[config.mk]
export PLATFORM = sky130hd
export DESIGN_NAME = fpu_share_arbiter
export DESIGN_NICKNAME = d
export VERILOG_FILES = /design/src/rtl/fpu_share_arbiter.sv
export SDC_FILE = /design/constraint.sdc
export NUM_CORES = 1
export LEC_CHECK = 0
export ABC_AREA = 0
export BUFFER_PORTS_ARGS = -buffer_cell sky130_fd_sc_hd__buf_2
export CAP_MARGIN = 20
export CORE_UTILIZATION = 30
export CTS_BUF_LIST = sky130_fd_sc_hd__clkbuf_8 sky130_fd_sc_hd__clkbuf_16
export DETAILED_ROUTE_END_ITERATION = 7
export PLACE_DENSITY_LB_ADDON = 0.12
export RECOVER_POWER = 50
export SLEW_MARGIN = 25
export SYNTH_ARGS = -nofsm -noshare
export SYNTH_HDL_FRONTEND = slang
export SYNTH_SLANG_ARGS = --single-unit
[constraint.sdc]
create_clock -name clk -period 4.1 [get_ports clk]
set_clock_uncertainty 0.2 [all_clocks]
set_input_delay 0.41 -clock clk [delete_from_list [all_inputs] [get_ports clk]]
set_output_delay 0.41 -clock clk [all_outputs]
set_load 0.02 [all_outputs]
[src/rtl/fpu_share_arbiter.sv]
// Round-robin share of one combinational fp16 fpu among NUM_REQ requesters.
// S1 registers the winning operands into the fpu; S2 captures the result for the response handshake.
module fpu_share_arbiter #(
  parameter int NUM_REQ = 4,
  parameter int ID_W    = 2
) (
  input  logic                   clk,
  input  logic                   reset,
  input  logic [NUM_REQ-1:0]     req_valid,
  output logic [NUM_REQ-1:0]     req_ready,
  input  logic [16*NUM_REQ-1:0]  req_opA,
  input  logic [16*NUM_REQ-1:0]  req_opB,
  input  logic [2*NUM_REQ-1:0]   req_op,
  output logic [15:0]            fpu_opA,
  output logic [15:0]            fpu_opB,
  output logic [1:0]             fpu_op,
  input  logic [15:0]            fpu_result,
  input  logic                   fpu_overflow,
  input  logic                   fpu_underflow,
  input  logic                   fpu_inexact,
  output logic [NUM_REQ-1:0]     resp_valid,
  input  logic [NUM_REQ-1:0]     resp_ready,
  output logic [15:0]            resp_result,
  output logic [2:0]             resp_flags,
  output logic                   busy,
  output logic [15:0]            op_count
);

  logic [15:0]     opa_arr [NUM_REQ];
  logic [15:0]     opb_arr [NUM_REQ];
  logic [1:0]      op_arr  [NUM_REQ];

  for (genvar g = 0; g < NUM_REQ; g++) begin : g_unpack
    assign opa_arr[g] = req_opA[16*g +: 16];
    assign opb_arr[g] = req_opB[16*g +: 16];
    assign op_arr[g]  = req_op[2*g +: 2];
  end

  logic            s1_valid;
  logic [ID_W-1:0] s1_tag;
  logic [15:0]     s1_opa;
  logic [15:0]     s1_opb;
  logic [1:0]      s1_op;

  logic            s2_valid;
  logic [ID_W-1:0] s2_tag;
  logic [15:0]     s2_result;
  logic [2:0]      s2_flags;

  logic [ID_W-1:0] ptr;
  logic [ID_W-1:0] grant;
  logic [ID_W-1:0] idx;
  logic            grant_found;
  logic            s2_drain;
  logic            s2_free;
  logic            s1_free;
  logic            advance;
  logic            accept;

  // First valid requester at or after ptr, wrapping mod NUM_REQ.
  always_comb begin
    grant       = '0;
    grant_found = 1'b0;
    idx         = '0;
    for (int i = 0; i < NUM_REQ; i++) begin
      idx = ID_W'((int'(ptr) + i) % NUM_REQ);
      if (!grant_found && req_valid[idx]) begin
        grant_found = 1'b1;
        grant       = idx;
      end
    end
  end

  assign s2_drain = s2_valid & resp_ready[s2_tag];
  assign s2_free  = !s2_valid | s2_drain;
  assign s1_free  = !s1_valid | s2_free;
  assign advance  = s1_valid & s2_free;
  assign accept   = grant_found & s1_free & !reset;

  assign req_ready   = accept ? (NUM_REQ'(1) << grant) : '0;
  assign resp_valid  = s2_valid ? (NUM_REQ'(1) << s2_tag) : '0;
  assign resp_result = s2_result;
  assign resp_flags  = s2_flags;
  assign busy        = s1_valid | s2_valid;

  // S1 fields only change on accept, so the fpu inputs stay quiet while idle.
  assign fpu_opA = s1_opa;
  assign fpu_opB = s1_opb;
  assign fpu_op  = s1_op;

  always_ff @(posedge clk) begin
    if (reset) begin
      s1_valid  <= 1'b0;
      s1_tag    <= '0;
      s1_opa    <= '0;
      s1_opb    <= '0;
      s1_op     <= '0;
      s2_valid  <= 1'b0;
      s2_tag    <= '0;
      s2_result <= '0;
      s2_flags  <= '0;
      ptr       <= '0;
      op_count  <= '0;
    end else begin
      if (advance) begin
        s2_valid  <= 1'b1;
        s2_tag    <= s1_tag;
        s2_result <= fpu_result;
        s2_flags  <= {fpu_overflow, fpu_underflow, fpu_inexact};
      end else if (s2_drain) begin
        s2_valid <= 1'b0;
      end

      if (accept) begin
        s1_valid <= 1'b1;
        s1_tag   <= grant;
        s1_opa   <= opa_arr[grant];
        s1_opb   <= opb_arr[grant];
        s1_op    <= op_arr[grant];
        ptr      <= (grant == ID_W'(NUM_REQ - 1)) ? '0 : grant + 1'b1;
      end else if (advance) begin
        s1_valid <= 1'b0;
      end

      if (s2_drain) begin
        op_count <= op_count + 16'd1;
      end
    end
  end

endmodule

-- Word-level counts from Yosys, hierarchy flattened
Cells that the tools add are included.
- output and inout port bits: 78
- bits of input ports: 165
- word-level logic and storage cells: 78
- register bits after elaboration: 77
- magnitude comparators: 6
- bitwise gates (word level): 8
- reduce and logical (&&, ||, !) cells: 11
- add/sub/neg operators: 5
- shift-type cells: 2
- eq/ne operators: 1
- multiplexer cells: 34
- operators with widths (cell ; number):
    16-bit binary-select mux with 2-bit select ; 2
    16-bit two-way mux ; 4
    16-bit by 1-bit adder with 16-bit output (second input constant) ; 1
    2-bit by 3-bit < comparator with 1-bit output (second input constant) ; 5
    2-bit two-way mux ; 7
    1-bit two-way mux ; 13
    1-bit binary-select mux with 2-bit select ; 5
    4-bit two-way mux ; 2
    1-bit by 2-bit left shift with 4-bit output (first input constant) ; 2
    1-bit logical NOT ; 6
    2-bit by 1-bit adder with 2-bit output (second input constant) ; 2
    2-bit adder (second input constant) ; 2
    1-bit bitwise AND ; 4
    2-bit binary-select mux with 2-bit select ; 1
    2-bit nonzero test ; 2
    3-bit greater-or-equal comparator (second input constant) ; 1
    1-bit logical AND ; 3
    2-bit NOT with 3-bit output ; 1
    1-bit OR ; 3
    2-bit == test (second input constant) ; 1

-- Depth between registers and ports, before layout
- depth in word-level cells: 16
- mapped depth: 8
- depth with buffers taken out: 5

-- Worst setup path after synthesis
Ideal clock, no wire load.
- path type: register to output
- start point: register s2_tag[0]
- end point: output req_ready[0]
- path buffers: 2
- data arrival time: 1681 ps
- required time: 3490 ps
- slack: 1809 ps
- cell stages (with the launch flop): 8
- cells stage by stage: dfxtp_1 -> buf_4 -> mux2i_1 -> a32oi_2 -> nand2_1 -> a21oi_2 -> buf_2 -> and2_1
- word-level cells in the longest chain between the ends: 8
- RTL lines (element ; RTL line ; source):
    start, declared ; 46 ; logic [ID_W-1:0] s2_tag;
    start signal, assigned ; 107 ; s2_tag <= s1_tag;
    1-bit binary-select mux with 2-bit select ; 74 ; assign s2_drain = s2_valid & resp_ready[s2_tag];
    1-bit two-way mux (not written as such) ; 74 ;
    1-bit bitwise AND ; 74 ;
    1-bit OR ; 75 ; assign s2_free = !s2_valid | s2_drain;
    1-bit OR ; 76 ; assign s1_free = !s1_valid | s2_free;
    1-bit bitwise AND (2 in series) ; 78 ; assign accept = grant_found & s1_free & !reset;
    4-bit two-way mux ; 80 ; assign req_ready = accept ? (NUM_REQ'(1) << grant) : '0;
    end, declared ; 10 ; output logic [NUM_REQ-1:0] req_ready,
Every way passes these cells. The select of a mux whose other input is x is not followed.

-- Worst setup path after layout
- start point: register s2_tag[0]
- end point: output req_ready[2]
The elaborated chain is that of the path after synthesis.

==> out/metrics.yaml <==
outcome: "complete, no violations"
post_synth_num_cell_types: 42
cts_made_buffers: 9
grt_max_degree: 46
met1_length_um: 5500
synthTopCellsByCount: "77 x dfxtp_1, 62 x a21oi_1, 51 x nand2_1, 39 x o21ai_0, 38 x nand3_1"
leakage_nw: 2.39
nNetsFinal: 851
clock_sinks: 77
hold_class: "in -> reg"
synth_area_leaders: "dfxtp_1 38%, mux2_4 11%, a221o_1 8.6%, a21oi_1 7.6%, o21ai_0 4.8%"
antenna_found_initial: 0
vias_per_cell: 4.96
io-pin-count: 243
crit_type: "reg -> out"
tns_ps: 0
drtPass1Iterations: 4
yosys_most_used_dff: "dfxtp_1"
cts_tree: "done"
synth_seq_area_share_pct: 37.7
ys_ff_latch: 77
drt-initial-drc-count: 256
ant_nets: 0
die_h_um: 119
cts_max_level: 3
maxSlewViolCount: 0
routed_wl_um: 13100
worst_pin_slew_ps: 934
grt_pass1_vias: 4183
syn_inst: 466
fp-row-count: 42
setup_viol: 0
num_vias: 4297
clk_pin_slew_worst_paths_ps: 60
io_buffers: 242
wl_met3_um: 889
start_kind: "register"
cp-endpoint: "req_ready[2]"
fin_crit_ps: 3180
drv_cap: 0
peakVddDrop_v: 0.000180
max_freq_ghz: 0.314
routed.top_layer: "met4"
yosys.area_share.xor_xnor_pct: 2.78
cp_max_fo: 19
path_cells: "mux2i_1 -> a32oi_1 -> nand4_2 -> buf_16 -> nor2_1 -> buf_2"
cts_max_path_buffers: 2
synth-adder-area-share_pct: 0.306
core-area_um2: 13300
timing.rr.end: "fpu_op[1]"
drc: 0
synth-compound-area-share_pct: 23.4
fillers: 1409
r2r_slack_ps: 1240
power-per-cell-area_nw_per_um2: 415
drive_gt1_share_pct: 33.2
wl_per_cell_um: 15.1
root_buffer: "clkbuf_16"
gp_congestion: 0.793
synthSimpleGateAreaFrac_pct: 17.2
cp.arrival_ps: 2570
synth_top_family_by_area: "compound AO/OA/AOI/OAI gates"
globalRouteTotalUtil_pct: 18.3
cpPeakStageDelay_ps: 560
clk_latency_ps: 330
fp.dieW_um: 119
grt_pass1_wl_um: 20500
postCtsSetupBuffers: 0
synth.most_common_cell: "dfxtp_1"
die_area_um2: 14100
post_cts_resized: 0
yosys.area.top_type: "dfxtp_1"
synth.net_count: 632
antennaDiodeCount: 0
cp-end-kind: "output port"
dp.cells: 850
hpwlAfterDp_um: 9720
rr_worst_depth: 6
met2WireLength_um: 6630
muxShareOfSynthArea_pct: 13.6
fin_crit_sh_pct: 77.6
fin_cells: 866
rsz0062_at_grt: "false"
synth_area_um2: 4090
hold_viol_final: 0
startpoint: "s2_tag[0]"
async_flop_share_pct: 0
avgSynthCellArea_um2: 8.78
reg2reg_from: "ptr[1]"
holdBufCountCts: 0
synth_edf_count: 0
slowest_stage: "nand4_2"
worst_ep_required_time_ps: 3490
yosys.area.top_type_share_pct: 37.7
initial_utilization_pct: 30.8
area_delta_synth_final_pct: 36.3
overflow: 0
max_slew_margin_pct: 37.7
yosysWarnings: 0
[where the power goes]
group | internal [mW] | leakage, nW | switching (mW) | total [mW]
Combinational | 0.284 | 1.62 | 0.393 | 0.677
Sequential | 0.838 | 0.635 | 0.0579 | 0.896
Clock | 0.413 | 0.134 | 0.331 | 0.744
Total | 1.54 | 2.39 | 0.782 | 2.32
[worst max-delay path: cells and delay by family, from the launching register on]
family | cells | cell delay [ps]
mux | 1 | 150
flops | 1 | 500
compound gates | 1 | 370
buf+inv | 2 | 550
simple gates | 2 | 670
[per-stage QoR]
step | utilization [%] | instance area (um^2) | setup slack, ps | power [mW] | hold slack, ps
after CTS | 42.7 | 5680 | 938 | 2.38 | 94.4
after floorplan | - | 4090 | 1810 | 1.37 | 232
after detailed placement | 40.6 | 5400 | 1160 | 1.61 | 243
after global placement | 40.4 | 5370 | 981 | 1.61 | 240
after global routing | 42.0 | 5580 | 631 | 2.46 | 102
final | 42.0 | 5580 | 920 | 2.32 | 114
[how the worst min path moves through the flow]
stage / start / slack (ps) / end / depth (start not counted)
floorplan: s1_tag[0] / 230 / s2_tag[0] / 2
global placement: resp_flags[0] / 240 / resp_flags[0] / 2
detailed placement: resp_result[3] / 240 / resp_result[3] / 2
CTS: fpu_result[15] / 90 / resp_result[15] / 3
global route: fpu_result[4] / 100 / resp_result[4] / 3
finish: fpu_result[15] / 110 / resp_result[15] / 3
[flip-flops by register name, indices dropped and copies added, names as in the netlist]
register and flops:
s2_tag 2, s2_valid 1, s1_valid 1, resp_flags 3, resp_result 16, fpu_opA 16, fpu_opB 16, fpu_op 2
ptr 2, s1_tag 2, op_count 16
[cell usage in the layout (no fill, tap or decap), types with 4 or more instances in the layout]
master     instances
a21oi_1           62
a221o_1           35
and2_1             7
and3_1             5
buf_2            170
buf_4              4
clkbuf_1          72
clkbuf_16          9
dfxtp_1           77
inv_1              6
mux2_1             4
mux2_4            30
mux2i_1            4
nand2_1           51
nand3_1           38
nand4_1            4
nor2_1            19
nor2b_1            5
nor3_1             4
o21ai_0           39
xnor2_1            8
xor2_1             5
[cell type report]
type / instances / area, um^2 / area share (%)
clock buffers: 9 / 225 / 4.04
clock inverters: 7 / 50.0 / 0.897
inverters: 5 / 18.8 / 0.336
multi-input cells: 345 / 2350 / 42.0
flip-flops and latches: 77 / 1540 / 27.6
well taps: 176 / 220 / 3.95
repair buffers: 247 / 1180 / 21.1
[per-layer routing]
metal	GRT usage, %	vias to the layer above
met2	31.8	164
met5	0	-
met4	6.25	0
met3	4.68	6
li1	-	2138
met1	21.7	1989
[cells by family after synthesis]
logic type,after synthesis
DFF,77
muxes,39
buffers and inverters,44
AOI/OAI and AO/OA,146
xor gates and xnor gates,13
adders and majority gates,1
and+or+nand+nor,146
No activity file was read; power rests on OpenSTA's default activity.
